## src/rtl/config_bus_arbiter.sv

```systemverilog
// ---------------------------------------------------------------------------
// config_bus_arbiter
//
// Round-robin arbiter that lets NUM_REQ requesters share one configuration
// write bus. A requester is granted while the arbiter is idle. Its
// {addr, payload} message is latched and presented for exactly one cycle as a
// write on cfg_msg. The bus then idles for GAP_CYCLES cycles before the next
// grant can be made.
//
// Ports
//   clk          in   single clock, rising-edge active
//   reset        in   asynchronous, active-high reset
//   req_msg      in   NUM_REQ x {addr, payload}; slice i belongs to requester i
//   req_val      in   per-requester valid
//   req_rdy      out  per-requester ready (one-hot on the winner in IDLE)
//   cfg_msg      out  config bus {addr, wen, payload}
//   done_val     out  one-cycle pulse while a write is on the bus
//   done_id      out  index of the requester whose write is on the bus
//   busy         out  high whenever the FSM is not IDLE
//   write_count  out  free-running, wrapping count of issued writes
// ---------------------------------------------------------------------------
module config_bus_arbiter #(
    parameter int ADDR_SIZE    = 4,
    parameter int PAYLOAD_SIZE = 8,
    parameter int NUM_REQ      = 4,   // legal range 2..8
    parameter int GAP_CYCLES   = 1    // legal range 0..15
) (
    input  logic                                         clk,
    input  logic                                         reset,
    input  logic [NUM_REQ*(ADDR_SIZE+PAYLOAD_SIZE)-1:0]  req_msg,
    input  logic [NUM_REQ-1:0]                           req_val,
    output logic [NUM_REQ-1:0]                           req_rdy,
    output logic [ADDR_SIZE+PAYLOAD_SIZE:0]              cfg_msg,
    output logic                                         done_val,
    output logic [$clog2(NUM_REQ)-1:0]                   done_id,
    output logic                                         busy,
    output logic [15:0]                                  write_count
);

    localparam int MSG_W = ADDR_SIZE + PAYLOAD_SIZE;
    localparam int ID_W  = $clog2(NUM_REQ);

    // The gap counter is loaded with GAP_CYCLES-1 so that the GAP state lasts
    // exactly GAP_CYCLES cycles. With GAP_CYCLES == 0 the GAP state is never
    // entered, so the load value does not matter.
    localparam logic [3:0] GAP_LOAD = (GAP_CYCLES > 0) ? 4'(GAP_CYCLES - 1) : 4'd0;

    typedef enum logic [1:0] {
        IDLE  = 2'd0,
        ISSUE = 2'd1,
        GAP   = 2'd2
    } state_t;

    state_t state;
    state_t state_next;

    logic [ID_W-1:0]         ptr;
    logic [3:0]              gap_cnt;

    // Registered config bus fields. They are kept separate so that addr and
    // payload can hold their values while wen drops after the issue cycle.
    logic [ADDR_SIZE-1:0]    cfg_addr;
    logic                    cfg_wen;
    logic [PAYLOAD_SIZE-1:0] cfg_payload;

    // Arbitration results
    logic                    grant_found;
    logic [ID_W-1:0]         grant_id;
    logic [ID_W-1:0]         ptr_next;
    logic [MSG_W-1:0]        grant_msg;
    logic                    transfer;

    // -----------------------------------------------------------------------
    // Round-robin search: the first set req_val at or after ptr, searching
    // upward and wrapping. The modulo keeps the search correct for
    // requester counts that are not a power of two.
    // -----------------------------------------------------------------------
    always_comb begin
        // NOTE: every signal assigned in a combinational block gets a default
        // first. Otherwise a path that skips the assignment infers a latch.
        grant_found = 1'b0;
        grant_id    = '0;
        for (int k = 0; k < NUM_REQ; k++) begin
            if (!grant_found && req_val[(int'(ptr) + k) % NUM_REQ]) begin
                grant_found = 1'b1;
                grant_id    = ID_W'((int'(ptr) + k) % NUM_REQ);
            end
        end
    end

    always_comb begin
        ptr_next  = (grant_id == ID_W'(NUM_REQ - 1)) ? '0 : grant_id + 1'b1;
        grant_msg = req_msg[int'(grant_id)*MSG_W +: MSG_W];
    end

    // A grant can only be made in IDLE. The winner always has req_val set,
    // so a ready on the winner always completes a transfer. A requester
    // that drops req_val before this point is simply never seen.
    assign transfer = (state == IDLE) && grant_found && !reset;

    // req_rdy is combinational so that the handshake completes in the same
    // cycle. It is gated by reset so that no transfer can appear to happen
    // while reset is held.
    always_comb begin
        req_rdy = '0;
        if (transfer) begin
            req_rdy = {{(NUM_REQ-1){1'b0}}, 1'b1} << grant_id;
        end
    end

    // -----------------------------------------------------------------------
    // FSM: state register and next-state logic
    // -----------------------------------------------------------------------
    // NOTE: reset is in the sensitivity list, so it takes effect immediately
    // without waiting for a clock edge. This is how an in-flight write gets
    // dropped.
    always_ff @(posedge clk or posedge reset) begin
        if (reset) begin
            state <= IDLE;
        end else begin
            // NOTE: sequential state uses non-blocking assignments, so every
            // register samples the values from before the edge.
            state <= state_next;
        end
    end

    always_comb begin
        state_next = state;
        case (state)
            IDLE: begin
                if (transfer) begin
                    state_next = ISSUE;
                end
            end
            ISSUE: begin
                state_next = (GAP_CYCLES > 0) ? GAP : IDLE;
            end
            GAP: begin
                if (gap_cnt == 4'd0) begin
                    state_next = IDLE;
                end
            end
            default: begin
                state_next = IDLE;
            end
        endcase
    end

    // -----------------------------------------------------------------------
    // Datapath: the grant pointer, the registered bus outputs, the write
    // counter and the gap counter.
    // The bus registers are loaded on the transfer edge, so the write is
    // visible for the whole ISSUE cycle. On the edge that leaves ISSUE, wen
    // and done_val are cleared and the write is counted.
    // -----------------------------------------------------------------------
    always_ff @(posedge clk or posedge reset) begin
        if (reset) begin
            ptr         <= '0;
            cfg_addr    <= '0;
            cfg_wen     <= 1'b0;
            cfg_payload <= '0;
            done_val    <= 1'b0;
            done_id     <= '0;
            write_count <= 16'd0;
            gap_cnt     <= 4'd0;
        end else begin
            case (state)
                IDLE: begin
                    if (transfer) begin
                        ptr         <= ptr_next;
                        cfg_addr    <= grant_msg[MSG_W-1 -: ADDR_SIZE];
                        cfg_payload <= grant_msg[PAYLOAD_SIZE-1:0];
                        cfg_wen     <= 1'b1;
                        done_val    <= 1'b1;
                        done_id     <= grant_id;
                    end
                end
                ISSUE: begin
                    cfg_wen     <= 1'b0;
                    done_val    <= 1'b0;
                    write_count <= write_count + 16'd1;   // wraps 16'hFFFF -> 0
                    gap_cnt     <= GAP_LOAD;
                end
                GAP: begin
                    if (gap_cnt != 4'd0) begin
                        gap_cnt <= gap_cnt - 4'd1;
                    end
                end
                default: begin
                    cfg_wen  <= 1'b0;
                    done_val <= 1'b0;
                end
            endcase
        end
    end

    // -----------------------------------------------------------------------
    // Outputs
    // -----------------------------------------------------------------------
    assign cfg_msg = {cfg_addr, cfg_wen, cfg_payload};
    assign busy    = (state != IDLE);

endmodule
```

## config.mk

```make
export PLATFORM = sky130hd
export DESIGN_NAME = config_bus_arbiter
export DESIGN_NICKNAME = d
export VERILOG_FILES = /design/src/rtl/config_bus_arbiter.sv
export SDC_FILE = /design/constraint.sdc
export NUM_CORES = 1
export LEC_CHECK = 0
export CORE_MARGIN = 2
export CORE_UTILIZATION = 40
export CTS_BUF_LIST = sky130_fd_sc_hd__clkbuf_8
export DETAILED_ROUTE_END_ITERATION = 12
export PLACE_DENSITY = 0.78
export SLEW_MARGIN = 20
export SYNTH_ARGS = -nofsm -noshare
export SYNTH_HDL_FRONTEND = slang
export SYNTH_SLANG_ARGS = --single-unit
```

## constraint.sdc

```tcl
create_clock -name clk -period 2.7 [get_ports clk]
set_input_delay 0.675 -clock clk [delete_from_list [all_inputs] [get_ports clk]]
set_output_delay 0.675 -clock clk [all_outputs]
set_load 0.01 [all_outputs]
```

==> impl_summary.md <==
Run status
The flow ran to the end, and the final reports show no timing, DRC or antenna violations.

Timing
In this run the tightest slew margin relative to its limit is 67.00%. The max-slew violation count is 0. The count of final hold-check violations is 0. The number of endpoints failing setup at the final stage is 0. The setup clock skew after layout is 0.004226 ns. For the pin with the worst max-slew slack, the measured transition is 0.4951 ns. For the final routed database, the setup TNS stands at 0 ns. Across all hold checks on the routed design, the worst slack comes to 0.4756 ns. Counting I/O delays and the setup requirement, the final critical path takes 2.650 ns. After layout, the worst path uses 98.16% of the clock period.

Timing would allow up to 0.3773 GHz.

Floorplanning
The horizontal extent of the die is 78.30 µm. The site row count is 27. The area enclosed by the die boundary is 6131 µm². Once the floorplan was initialized, standard cells occupied 40.86% of the core. The floorplan step defined a core boundary enclosing 5405 µm².

The count of pins on the block boundary is 91. The die height is 78.30 µm.

Yosys
For this run, asynchronously set or reset flops after synthesis account for 100.0%. After synthesis, the cell types taking the most area are sky130_fd_sc_hd__dfrtp_1, sky130_fd_sc_hd__mux2i_1, sky130_fd_sc_hd__o221ai_2. The cell area that synthesis handed to floorplanning was 2208 µm².

During synthesis, Yosys emitted a total of 0 warnings. The synthesis-stage register bit count is 39. The unique cell type count in the Yosys netlist is 40. The total nets after synthesis is 265.

The most used flip-flop cell after synthesis is sky130_fd_sc_hd__dfrtp_1. The share of Yosys cell area claimed by the top area cell type is 44.19%. In this run, synthesis inferred 0 flip-flops with an integrated enable. Summing the sequential cell areas from Yosys gives 44.19% of the chip area. The per-instance average area after synthesis is 10.77 µm². By count the netlist is led by sky130_fd_sc_hd__dfrtp_1, sky130_fd_sc_hd__nand2_1, sky130_fd_sc_hd__mux2i_1, sky130_fd_sc_hd__inv_1, sky130_fd_sc_hd__xnor2_1. Synthesis handed over a netlist of 205 instances. By instance count, the leading cell after synthesis is sky130_fd_sc_hd__dfrtp_1. The post-synthesis cell type with the largest combined area is sky130_fd_sc_hd__dfrtp_1.

Critical path
The element type at the critical path start is an input port. Data on the critical path arrives at its endpoint at 1.98 ns. The startpoint of the lowest-slack register-to-register path is ptr[1]. At the worst endpoint, the required time is 2.03 ns.

The endpoint of the worst-slack reg-to-reg timing path is cfg_payload[6]. In this run the worst path has a maximum fanout of 3. The number of cells on the worst reg-to-reg path is 6. The critical path startpoint is req_val[3].

The critical path ends at req_rdy[0]. The category of the most critical setup path is input port to output port. STA classifies the critical path endpoint as an output port. Setup slack on the worst reg-to-reg path comes out at 0.68 ns.

Clock network
TritonCTS built the clock tree. Counting along the longest clock path gives a buffer depth of 2. TritonCTS created 5 clock buffers.

The cell at the root of the clock tree is sky130_fd_sc_hd__clkbuf_8. The H-tree was split into 2 levels. The worst-skew pair later-pin latency is 0.28 ns. The register clock-pin slew on the reported worst setup and hold paths is 0.07 ns. The count of hold buffers inserted by post-cts repair is 0. For this design, the sink count on the clock tree is 39.

Run
The tool flagged a number of max-cap violations equal to 0.

Drt
The post-detailed-routing wire length is 5.451 mm. The detail route stage leaves a number of antenna-violating nets equal to 0. In the routed design, unresolved DRC markers number 0. Summing over every cut layer, the via total after detailed routing is 1889. Using the TritonRoute via totals, the vias-per-cell ratio works out to 4.984. In the final routed layout, each cell accounts on average for 14.38 µm.

The number of DRC violations after detailed-routing iteration 0 is 66. The number of search-and-repair iterations in the first detailed-routing pass is 4.

Pwr
The power density over the cells is 748.6 nW/µm². The total power draw is 0.002496 W. The worst voltage drop across the vdd grid is 508.9 µV.

The total leakage power is 1.493 nW.

Placed design
Once placement completed, the tool counted placed cells totaling 367. The area of placed instances is 3194 µm². The HPWL after detailed placement is 3.977 mm. Buffers placed on the I/O ports in this run total 90. Routability-driven placement finished with a final weighted congestion of 0.7556.

Layout
The post-route netlist has 17.92% of its cells at a drive strength greater than 1. The finished layout holds 379 standard cells, fillers aside. After the last flow step, the layout net total stands at 366.

The antenna cell count is 0. The number of inserted filler cells in the final layout is 469. The area used by multi-input combinational logic is 1130 µm². The register area is 975.9 µm². The cell area after layout is 3334 µm². The area growth from synthesis to final layout is 50.99%.

GRT
The via count of the first global-routing pass is 1880. The remaining global-route overflow is 0. The initial antenna violation count came to 0. The first global-routing pass estimated 8.949 mm of wire. The largest net degree at the start of global routing is 40.

The global-route usage over all layers is 18.26%.

Hold path
The min-delay analysis places its worst path in the category flip-flop to flip-flop.
[critical path, stage by stage]
cell and delay [ns]:
sky130_fd_sc_hd__dlygate4sd2_1 0.26, sky130_fd_sc_hd__or3b_4 0.39, sky130_fd_sc_hd__o211ai_4 0.11, sky130_fd_sc_hd__buf_6 0.13, sky130_fd_sc_hd__ha_2 0.15, sky130_fd_sc_hd__and2_4 0.12
sky130_fd_sc_hd__buf_2 0.12
[final cells by class]
class                      count  area share (%)
clock buffer                   7           2.889
clock inverter                 1          0.1126
inverter                      11           1.388
multi-input combinational    143           33.88
sequential                    39           29.27
tap                           72           2.702
timing repair buffer         106           29.76
[registers in the layout (all words and copies together), names as in the netlist]
register,flops
cfg_wen,1
gap_cnt,4
cfg_payload,8
ptr,2
state,2
write_count,16
done_id,2
cfg_addr,4
[worst min path at each step]
stage	cells past startpoint	slack, ns	end	from
floorplan	1	0.49	gap_cnt[0]	gap_cnt[0]
detailed placement	2	0.46	done_id[1]	done_id[1]
global route	2	0.51	cfg_payload[1]	cfg_payload[1]
finish	2	0.48	done_id[1]	done_id[1]
CTS	2	0.48	done_id[1]	done_id[1]
global placement	2	0.46	done_id[1]	done_id[1]
[cell usage in the layout, fill, tap and decap left out, drive strengths merged, types with 2 or more instances in the layout]
| cell type | netlist | routed |
|---|---|---|
| clkdlybuf4s50 | 0 | 82 |
| dfrtp | 39 | 39 |
| nand2 | 30 | 30 |
| mux2i | 24 | 24 |
| buf | 10 | 22 |
| o221ai | 13 | 13 |
| inv | 10 | 11 |
| xnor2 | 10 | 10 |
| clkbuf | 2 | 8 |
| nor2 | 7 | 7 |
| nand3 | 6 | 6 |
| ha | 6 | 6 |
| nand4 | 5 | 5 |
| xor2 | 5 | 5 |
| a21oi | 5 | 5 |
| o21ai | 4 | 4 |
| and2 | 4 | 4 |
| a22o | 3 | 3 |
| nor3 | 3 | 3 |
| nor4 | 2 | 2 |
| a21o | 2 | 2 |
| and3 | 2 | 2 |
| nor2b | 2 | 2 |
| or2 | 2 | 2 |
[per-layer routing]
metal,up-vias,track usage [%],routed length [µm]
met2,52,31.47,2756
met4,0,3.684,35
li1,916,-,-
met1,917,22.69,2327
met3,4,5.632,332
met5,-,0,0
[repair_timing]
action | 4_1_cts | 5_1_grt
pin swaps | 3 | 2
resized for setup | 33 | 7
buffers inserted | 2 | 2
endpoints found under the setup margin | 4 | 4
[logic make-up (layout without fill, tap and decap cells)]
| kind of cell | count (synthesis) | in the layout | synth area share [%] |
|---|---|---|---|
| mux | 25 | 25 | 11.39 |
| flops | 39 | 39 | 44.19 |
| fa+ha+maj | 6 | 6 | 3.399 |
| simple gates | 66 | 66 | 14.79 |
| buf+inv | 23 | 125 | 6.912 |
| compound gates | 31 | 31 | 13.37 |
| xor+xnor | 15 | 15 | 5.949 |
[stage by stage]
step | utilization, % | setup slack, ns
6_report | 61.69 | 0.04967
5_1_grt | 61.69 | -0.001467
4_1_cts | 61.39 | 0.02750
3_5_place_dp | 59.10 | -0.7698
3_3_place_gp | 59.10 | -0.7200
2_1_floorplan | - | 0.03496
[power by group]
group	total [W]	leakage, nW	internal, W	switching [W]
Clock	0.000419	0.0557	0.000229	0.000190
Sequential	0.000867	0.504	0.000744	0.000123
Combinational	0.00121	0.933	0.000673	0.000538
Total	0.00250	1.49	0.00165	0.000850
Note: power is estimated with default switching activity, not from simulation.
